===== src/rtl/fft_pkg.sv =====
// Shared FFT definitions: default frame size, sample type, FSM state types and
// the bit-reversal helper used by the butterfly stages and the reorder buffer.
package fft_pkg;

  localparam int FFT_N = 3;
  localparam int FFT_W = 16;

  typedef struct packed {
    logic signed [FFT_W-1:0] re;
    logic signed [FFT_W-1:0] im;
  } cplx_t;

  typedef enum logic {
    W_IDLE,
    W_FILL
  } wr_state_t;

  typedef enum logic {
    R_IDLE,
    R_DRAIN
  } rd_state_t;

  // Reverses the low n bits of k; bits at or above n come back as zero.
  function automatic logic [31:0] bitrev(input logic [31:0] k, input int n);
    logic [31:0] r;
    r = '0;
    for (int i = 0; i < 32; i++) begin
      if (i < n) begin
        r = {r[30:0], k[i]};
      end
    end
    return r;
  endfunction

endpackage


===== src/rtl/fft_reorder_if.sv =====
// Sample stream bundle between the last butterfly stage, the reorder buffer
// and whatever consumes the natural-order frames.
interface fft_reorder_if #(
  parameter int W = fft_pkg::FFT_W
);

  logic         start_ip;
  logic [W-1:0] ip_re;
  logic [W-1:0] ip_im;
  logic [W-1:0] op_re;
  logic [W-1:0] op_im;
  logic         op_valid;
  logic         start_op;

  modport master (
    output start_ip, ip_re, ip_im,
    input  op_re, op_im, op_valid, start_op
  );

  modport slave (
    input  start_ip, ip_re, ip_im,
    output op_re, op_im, op_valid, start_op
  );

endinterface


===== src/rtl/fft_reorder_ram.sv =====
// Ping-pong sample store for the reorder buffer: two banks of 2^N complex
// entries addressed as {bank, index}, one write port and one synchronous read
// port with a single cycle of read latency. Contents are never reset.
module fft_reorder_ram #(
  parameter int N = 3,
  parameter int W = 16
) (
  input  logic           clk,
  input  logic           wr_en,
  input  logic           wr_bank,
  input  logic [N-1:0]   wr_addr,
  input  logic [2*W-1:0] wr_data,
  input  logic           rd_en,
  input  logic           rd_bank,
  input  logic [N-1:0]   rd_addr,
  output logic [2*W-1:0] rd_data
);

  localparam int DEPTH = 2 * (1 << N);

  logic [2*W-1:0] mem [DEPTH];

  // Store one packed {re, im} sample into the selected bank.
  always_ff @(posedge clk) begin
    if (wr_en) begin
      mem[{wr_bank, wr_addr}] <= wr_data;
    end
  end

  // Registered read; the data register holds when no read is requested.
  always_ff @(posedge clk) begin
    if (rd_en) begin
      rd_data <= mem[{rd_bank, rd_addr}];
    end
  end

endmodule


===== src/rtl/fft_reorder.sv =====
// Bit-reversed to natural-order reorder buffer for a 2^N point FFT.
// Input index k is written to address bitrev(k) of the write bank; once the
// frame is complete the bank is handed to the read side, which streams
// addresses 0..2^N-1 while the next frame fills the other bank.
// Optional build macro FFT_REORDER_SCALE_EN: output components are
// arithmetic-shifted right by N (1/2^N normalisation, rounding toward -inf).
module fft_reorder
  import fft_pkg::*;
#(
  parameter int N = FFT_N,
  parameter int W = FFT_W
) (
  input logic          clk,
  input logic          rst_n,
  fft_reorder_if.slave bus
);

  localparam logic [N-1:0] LAST = '1;
  localparam logic [N-1:0] ONE  = N'(1);

  wr_state_t w_state, w_next;
  rd_state_t r_state, r_next;

  logic [N-1:0]   wcnt;
  logic [N-1:0]   rcnt;
  logic           wr_bank;
  logic           rd_bank;

  logic           wr_en;
  logic [N-1:0]   wr_k;
  logic [N-1:0]   wr_addr;
  logic           handoff;

  logic           rd_en;
  logic           rd_first;
  logic           rd_sel;
  logic [N-1:0]   rd_addr;
  logic [2*W-1:0] rd_data;

  logic           valid_q;
  logic           first_q;

  logic signed [W-1:0] rd_re;
  logic signed [W-1:0] rd_im;
  logic signed [W-1:0] out_re;
  logic signed [W-1:0] out_im;

  // Write FSM state register.
  always_ff @(posedge clk or negedge rst_n) begin
    if (!rst_n) begin
      w_state <= W_IDLE;
    end else begin
      w_state <= w_next;
    end
  end

  // Write FSM next state: a start always (re)enters fill, the last sample leaves it.
  always_comb begin
    w_next = w_state;
    case (w_state)
      W_IDLE: begin
        if (bus.start_ip) begin
          w_next = W_FILL;
        end
      end
      W_FILL: begin
        if (!bus.start_ip && (wcnt == LAST)) begin
          w_next = W_IDLE;
        end
      end
      default: w_next = W_IDLE;
    endcase
  end

  // Write FSM outputs: a start writes index 0 in its own cycle, and the cycle
  // that writes the last index of an uninterrupted frame is the handoff.
  always_comb begin
    wr_en   = 1'b0;
    wr_k    = wcnt;
    handoff = 1'b0;
    if (bus.start_ip) begin
      wr_en = 1'b1;
      wr_k  = '0;
    end else if (w_state == W_FILL) begin
      wr_en   = 1'b1;
      handoff = (wcnt == LAST);
    end
  end

  assign wr_addr = N'(bitrev(32'(wr_k), N));

  // Write index counter and bank swap; a restart keeps the current bank.
  always_ff @(posedge clk or negedge rst_n) begin
    if (!rst_n) begin
      wcnt    <= '0;
      wr_bank <= 1'b0;
      rd_bank <= 1'b0;
    end else begin
      if (bus.start_ip) begin
        wcnt <= ONE;
      end else if (w_state == W_FILL) begin
        wcnt <= wcnt + ONE;
      end
      if (handoff) begin
        wr_bank <= ~wr_bank;
        rd_bank <= wr_bank;
      end
    end
  end

  // Read FSM state register.
  always_ff @(posedge clk or negedge rst_n) begin
    if (!rst_n) begin
      r_state <= R_IDLE;
    end else begin
      r_state <= r_next;
    end
  end

  // Read FSM next state: a handoff (re)starts the drain, the last address ends it.
  always_comb begin
    r_next = r_state;
    case (r_state)
      R_IDLE: begin
        if (handoff) begin
          r_next = R_DRAIN;
        end
      end
      R_DRAIN: begin
        if (handoff) begin
          r_next = R_DRAIN;
        end else if (rcnt == LAST) begin
          r_next = R_IDLE;
        end
      end
      default: r_next = R_IDLE;
    endcase
  end

  // Read FSM outputs: address 0 is fetched in the handoff cycle itself from the
  // bank just completed, so the registered output lands one cycle after the
  // RAM read; the drain then walks addresses 1..2^N-1 of the read bank.
  always_comb begin
    rd_en    = 1'b0;
    rd_first = 1'b0;
    rd_addr  = rcnt;
    rd_sel   = rd_bank;
    if (handoff) begin
      rd_en    = 1'b1;
      rd_first = 1'b1;
      rd_addr  = '0;
      rd_sel   = wr_bank;
    end else if (r_state == R_DRAIN) begin
      rd_en = 1'b1;
    end
  end

  // Read address counter; it wraps back to 0 as the drain finishes.
  always_ff @(posedge clk or negedge rst_n) begin
    if (!rst_n) begin
      rcnt <= '0;
    end else if (handoff) begin
      rcnt <= ONE;
    end else if (r_state == R_DRAIN) begin
      rcnt <= rcnt + ONE;
    end
  end

  fft_reorder_ram #(
    .N (N),
    .W (W)
  ) u_ram (
    .clk     (clk),
    .wr_en   (wr_en),
    .wr_bank (wr_bank),
    .wr_addr (wr_addr),
    .wr_data ({bus.ip_re, bus.ip_im}),
    .rd_en   (rd_en),
    .rd_bank (rd_sel),
    .rd_addr (rd_addr),
    .rd_data (rd_data)
  );

  // Track which RAM read data is meaningful and which one is natural index 0.
  always_ff @(posedge clk or negedge rst_n) begin
    if (!rst_n) begin
      valid_q <= 1'b0;
      first_q <= 1'b0;
    end else begin
      valid_q <= rd_en;
      first_q <= rd_first;
    end
  end

  assign rd_re = rd_data[2*W-1:W];
  assign rd_im = rd_data[W-1:0];

`ifdef FFT_REORDER_SCALE_EN
  assign out_re = rd_re >>> N;
  assign out_im = rd_im >>> N;
`else
  assign out_re = rd_re;
  assign out_im = rd_im;
`endif

  // Output register; the sample holds its last value whenever no frame is streaming.
  always_ff @(posedge clk or negedge rst_n) begin
    if (!rst_n) begin
      bus.op_re    <= '0;
      bus.op_im    <= '0;
      bus.op_valid <= 1'b0;
      bus.start_op <= 1'b0;
    end else begin
      bus.op_valid <= valid_q;
      bus.start_op <= first_q;
      if (valid_q) begin
        bus.op_re <= out_re;
        bus.op_im <= out_im;
      end
    end
  end

endmodule


===== src/flat_wrapper.sv =====
// flat-port wrapper written by rule: the top's interface ports become plain ports
module fft_reorder_flat import fft_pkg::*;
#(
  parameter int N = FFT_N,
  parameter int W = FFT_W
)
  (clk, rst_n, bus_start_ip, bus_ip_re, bus_ip_im, bus_op_re, bus_op_im, bus_op_valid, bus_start_op);
  fft_reorder_if #(.W(W)) bus_i ();
  input logic clk;
  input logic rst_n;
  input wire logic [$bits(bus_i.start_ip)-1:0] bus_start_ip;
  input wire logic [$bits(bus_i.ip_re)-1:0] bus_ip_re;
  input wire logic [$bits(bus_i.ip_im)-1:0] bus_ip_im;
  output wire logic [$bits(bus_i.op_re)-1:0] bus_op_re;
  output wire logic [$bits(bus_i.op_im)-1:0] bus_op_im;
  output wire logic [$bits(bus_i.op_valid)-1:0] bus_op_valid;
  output wire logic [$bits(bus_i.start_op)-1:0] bus_start_op;
  assign bus_i.start_ip = bus_start_ip;
  assign bus_i.ip_re = bus_ip_re;
  assign bus_i.ip_im = bus_ip_im;
  assign bus_op_re = bus_i.op_re;
  assign bus_op_im = bus_i.op_im;
  assign bus_op_valid = bus_i.op_valid;
  assign bus_start_op = bus_i.start_op;
  fft_reorder #(.N(N), .W(W)) u_core (.clk(clk), .rst_n(rst_n), .bus(bus_i));
endmodule

===== config.mk =====
export PLATFORM = sky130hd
export DESIGN_NAME = fft_reorder_flat
export DESIGN_NICKNAME = d
export VERILOG_FILES = /design/src/rtl/fft_pkg.sv /design/src/rtl/fft_reorder_if.sv /design/src/rtl/fft_reorder_ram.sv /design/src/rtl/fft_reorder.sv /design/src/flat_wrapper.sv
export SDC_FILE = /design/constraint.sdc
export NUM_CORES = 1
export LEC_CHECK = 0
export BUFFER_PORTS_ARGS = -buffer_cell sky130_fd_sc_hd__buf_4
export CORE_UTILIZATION = 60
export DETAILED_ROUTE_END_ITERATION = 8
export GPL_TIMING_DRIVEN = 0
export PLACE_DENSITY = 0.77
export SLEW_MARGIN = 30
export SYNTH_ARGS = -nofsm -noshare
export SYNTH_HDL_FRONTEND = slang
export SYNTH_SLANG_ARGS = --single-unit

===== constraint.sdc =====
create_clock -name clk -period 7.4 [get_ports clk]
set_input_delay 1.11 -clock clk [delete_from_list [all_inputs] [get_ports clk]]
set_output_delay 1.11 -clock clk [all_outputs]
set_load 0.02 [all_outputs]

==> impl_metrics.py <==
metrics = {
    "global_routing": {
        "grt_pass1_vias": 14700,
        "grt_pass1_wl_mm": 90.6,
        "grt_antenna_before_repair": 0,
        "gr-total-overflow": 0,
        "pin_count_of_the_biggest_net_entering_global_routing": 47,
        "grt_use_total": 0.305,
    },
    "floorplan": {
        "floorplan.die.width_um": 202,
        "ioPinCount": 69,
        "chipHeight_um": 202,
        "row_count": 72,
        "initial_core_util": 0.613,
        "floorplan.die_area_mm2": 0.0406,
        "coreArea_mm2": 0.0390,
    },
    "routing": {
        "initialDrtViolationCount": 2109,
        "routed_wire_length_per_instance_um": 28.7,
        "drt_first_pass_iters": 5,
        "routed_via_density": 6.78,
        "drc": 0,
        "totalWireLength_mm": 60.9,
        "final_antenna_net_count": 0,
        "vias": 14400,
    },
    "setup_path": {
        "cp.arrival_ns": 3.53,
        "critical_path.max_stage_delay_ns": 0.74,
        "worstSetupStartpointType": "flop",
        "crit_fanout": 10,
        "worstPathRequired_ns": 7.71,
        "crit_path_cell_trace": "buf_2 -> clkbuf_1 -> nor2b_1 -> nand3b_1 -> nor3_2 -> buf_4 -> buf_4",
        "worstSetupEndpointType": "flop",
        "most_frequent_cell_on_critical_path": "buf_4",
        "crit_slowest_cell": "nor3_2",
        "setup.worst_path.class": "flop to flop",
    },
    "clock_tree": {
        "cts-hold-fix-buffers": 0,
        "tritoncts_clock_tree": "done",
        "clock-root-buffer": "clkbuf_16",
        "clk_pin_slew_worst_paths_ns": 0.07,
        "post_cts.resized_instances": 0,
        "numCtsBuffers": 57,
        "clock_path_buffers": 3,
        "worst_skew_pair.late_latency_ns": 0.62,
        "cts_htree_levels": 2,
        "cts.sink_count": 590,
        "postCtsSetupBuffers": 0,
    },
    "sta": {
        "period_needed_ns": 3.22,
        "setup_tns_ns": 0,
        "rsz0062_at_grt": "false",
        "whs_ns": 0.366,
        "finalSetupViolations": 0,
        "max_freq_mhz": 311,
        "slew_violations": 0,
        "share_of_the_clock_period_used_by_the_worst_path": 0.435,
        "hold_violations": 0,
        "worst_slew_pin_slew_ns": 0.863,
        "worst_clock_skew_ns": 0.0202,
        "worst_slew_margin_rel": 0.425,
    },
    "place": {
        "portBuffers": 68,
        "routabilityCongestion": 0.871,
        "dp_hpwl_mm": 39.4,
    },
    "run_status": {
        "status": "finished clean",
    },
    "synthesis": {
        "postSynthNetCount": 1436,
        "synth-seq-area-share": 0.732,
        "synth_cell_types": 39,
        "yosys_warnings": 0,
        "postSynthRegisterBits": 590,
        "syn-instance-count": 1397,
        "syn-mean-instance-area_um2": 17.1,
        "post_synth_instance_area_mm2": 0.0239,
    },
    "job": {
        "reported_max_cap_violation_count": 0,
    },
    "layout": {
        "diodes": 0,
        "drive_gt1_frac": 0.226,
        "area_delta_synth_final_pct": 16.1,
        "fillerInstances": 2319,
        "finalNetCount": 1595,
    },
    "power": {
        "power.density_mw_per_mm2": 377,
        "vdd.ir_drop.worst_uv": 232,
        "reported_leakage_power_uw": 0.00923,
    },
    "min_path": {
        "worst_hold_path_type": "flop to flop",
    },
}
[Yosys cell counts]
| cell | count | area (um2) |
|---|---|---|
| ha_1 | 4 | 50.1 |
| mux4_2 | 64 | 1440 |
| nand3_1 | 3 | 15.0 |
| o311ai_1 | 41 | 359 |
| mux2i_1 | 67 | 671 |
| nand3b_1 | 2 | 15.0 |
| inv_1 | 4 | 15.0 |
| mux2_2 | 33 | 372 |
| buf_6 | 5 | 56.3 |
| or3b_1 | 53 | 464 |
| or3b_2 | 9 | 78.8 |
| nand3b_4 | 1 | 20.0 |
| a21o_1 | 1 | 7.51 |
| o21a_1 | 1 | 7.51 |
| buf_1 | 4 | 15.0 |
| nand2_1 | 66 | 248 |
| nor4b_1 | 1 | 8.76 |
| dfrtp_1 | 46 | 1150 |
| o22ai_1 | 33 | 206 |
| a21oi_1 | 62 | 310 |
| nand2b_1 | 3 | 18.8 |
| nor2b_1 | 2 | 12.5 |
| o311ai_0 | 21 | 184 |
| buf_4 | 13 | 97.6 |
| buf_2 | 31 | 155 |
| clkbuf_1 | 62 | 233 |
| inv_4 | 1 | 6.26 |
| a211oi_1 | 1 | 7.51 |
| nor3_1 | 2 | 10.0 |
| a311oi_1 | 1 | 8.76 |
| and4_1 | 1 | 8.76 |
| edfxtp_1 | 544 | 16300 |
| nand4_1 | 1 | 6.26 |
| nand4b_1 | 62 | 543 |
| mux2i_4 | 1 | 22.5 |
| xnor2_1 | 3 | 26.3 |
| o21ai_0 | 127 | 636 |
| inv_2 | 1 | 3.75 |
| nor2_1 | 20 | 75.1 |
[registers in the layout, summed over array words and instances, names as in the netlist]
signal                cells
u_core.rd_bank            1
u_core.first_q            1
u_core.wcnt               3
u_core.bus.op_valid       1
u_core.bus.op_im         16
u_core.bus.op_re         16
u_core.r_state            1
u_core.u_ram.mem        512
u_core.bus.start_op       1
u_core.valid_q            1
u_core.wr_bank            1
u_core.w_state            1
u_core.u_ram.rd_data     32
u_core.rcnt               3
[path summary, 6_finish.rpt]
kind | start | endpoint | slack [ns] | cells after the start
min reg2reg | u_core.first_q | u_core.bus.start_op | 0.37 | 0
min | u_core.first_q | u_core.bus.start_op | 0.37 | 0
max reg2reg | u_core.w_state | u_core.u_ram.mem[4][1] | 4.18 | 7
max in group asynchronous | rst_n | u_core.bus.op_im[7] | 6.31 | 1
max | u_core.w_state | u_core.u_ram.mem[4][1] | 4.18 | 7
min in group asynchronous | rst_n | u_core.bus.op_re[7] | 0.58 | 1
[cell usage in the layout (no fill, tap or decap), types with 32 or more instances in the layout]
cell / count
edfxtp_1: 544
or3b_1: 53
clkbuf_1: 79
mux2_2: 33
o22ai_1: 33
nand2_1: 65
dfrtp_1: 46
a21oi_1: 62
mux4_2: 64
o21ai_0: 127
buf_2: 32
clkbuf_16: 60
buf_4: 90
o311ai_1: 41
nand4b_1: 62
mux2i_1: 67
[per-stage QoR]
step,cells,power (uW),utilization,area (um2),setup slack (ns)
after floorplan,1397,6310,-,23900,3.17
after global placement,1983,7310,0.642,25100,0.00601
after detailed placement,2015,7500,0.662,25800,3.79
after CTS,2123,10500,0.711,27700,4.26
after global routing,2123,10800,0.711,27700,4.06
final,2123,10500,0.711,27700,4.18
[critical path, delay by kind of cell, from the launching register on]
family                 cells  cell delay, ns
and+or+nand+nor            3            1.35
buffers and inverters      4            1.23
DFF                        1            0.32
[cell families (layout without fill, tap and decap cells)]
family	Yosys count	after routing	share of synthesized area
adders and majority gates	4	4	0.00209
DFF	590	590	0.732
xor gates and xnor gates	3	3	0.00110
and+or+nand+nor	226	226	0.0638
AOI/OAI and AO/OA	288	288	0.0722
buffers and inverters	121	329	0.0243
muxes	165	165	0.105
[routing by layer]
layer / vias up / part of all wire / track usage
met5: - / 0 / 0
met4: 0 / 0.044 / 0.131
met3: 176 / 0.10 / 0.0585
met2: 993 / 0.48 / 0.490
met1: 7243 / 0.37 / 0.411
li1: 5989 / - / -
[area by class of cell]
type | instances | area, um2 | share of cell area
Buffer | 115 | 558 | 0.0201
Clock buffer | 88 | 1720 | 0.0619
Clock inverter | 20 | 201 | 0.00726
Multi-Input combinational cell | 686 | 5960 | 0.215
Tap cell | 518 | 648 | 0.0234
Inverter | 6 | 25.0 | 0.000902
Timing Repair Buffer | 100 | 1160 | 0.0417
Sequential cell | 590 | 17500 | 0.630
[report_power, final]
| part | internal (uW) | switching [uW] |
|---|---|---|
| Clock | 1730 | 1220 |
| Sequential | 4130 | 164 |
| Combinational | 1250 | 1980 |
(Power assumes the default switching activity.)
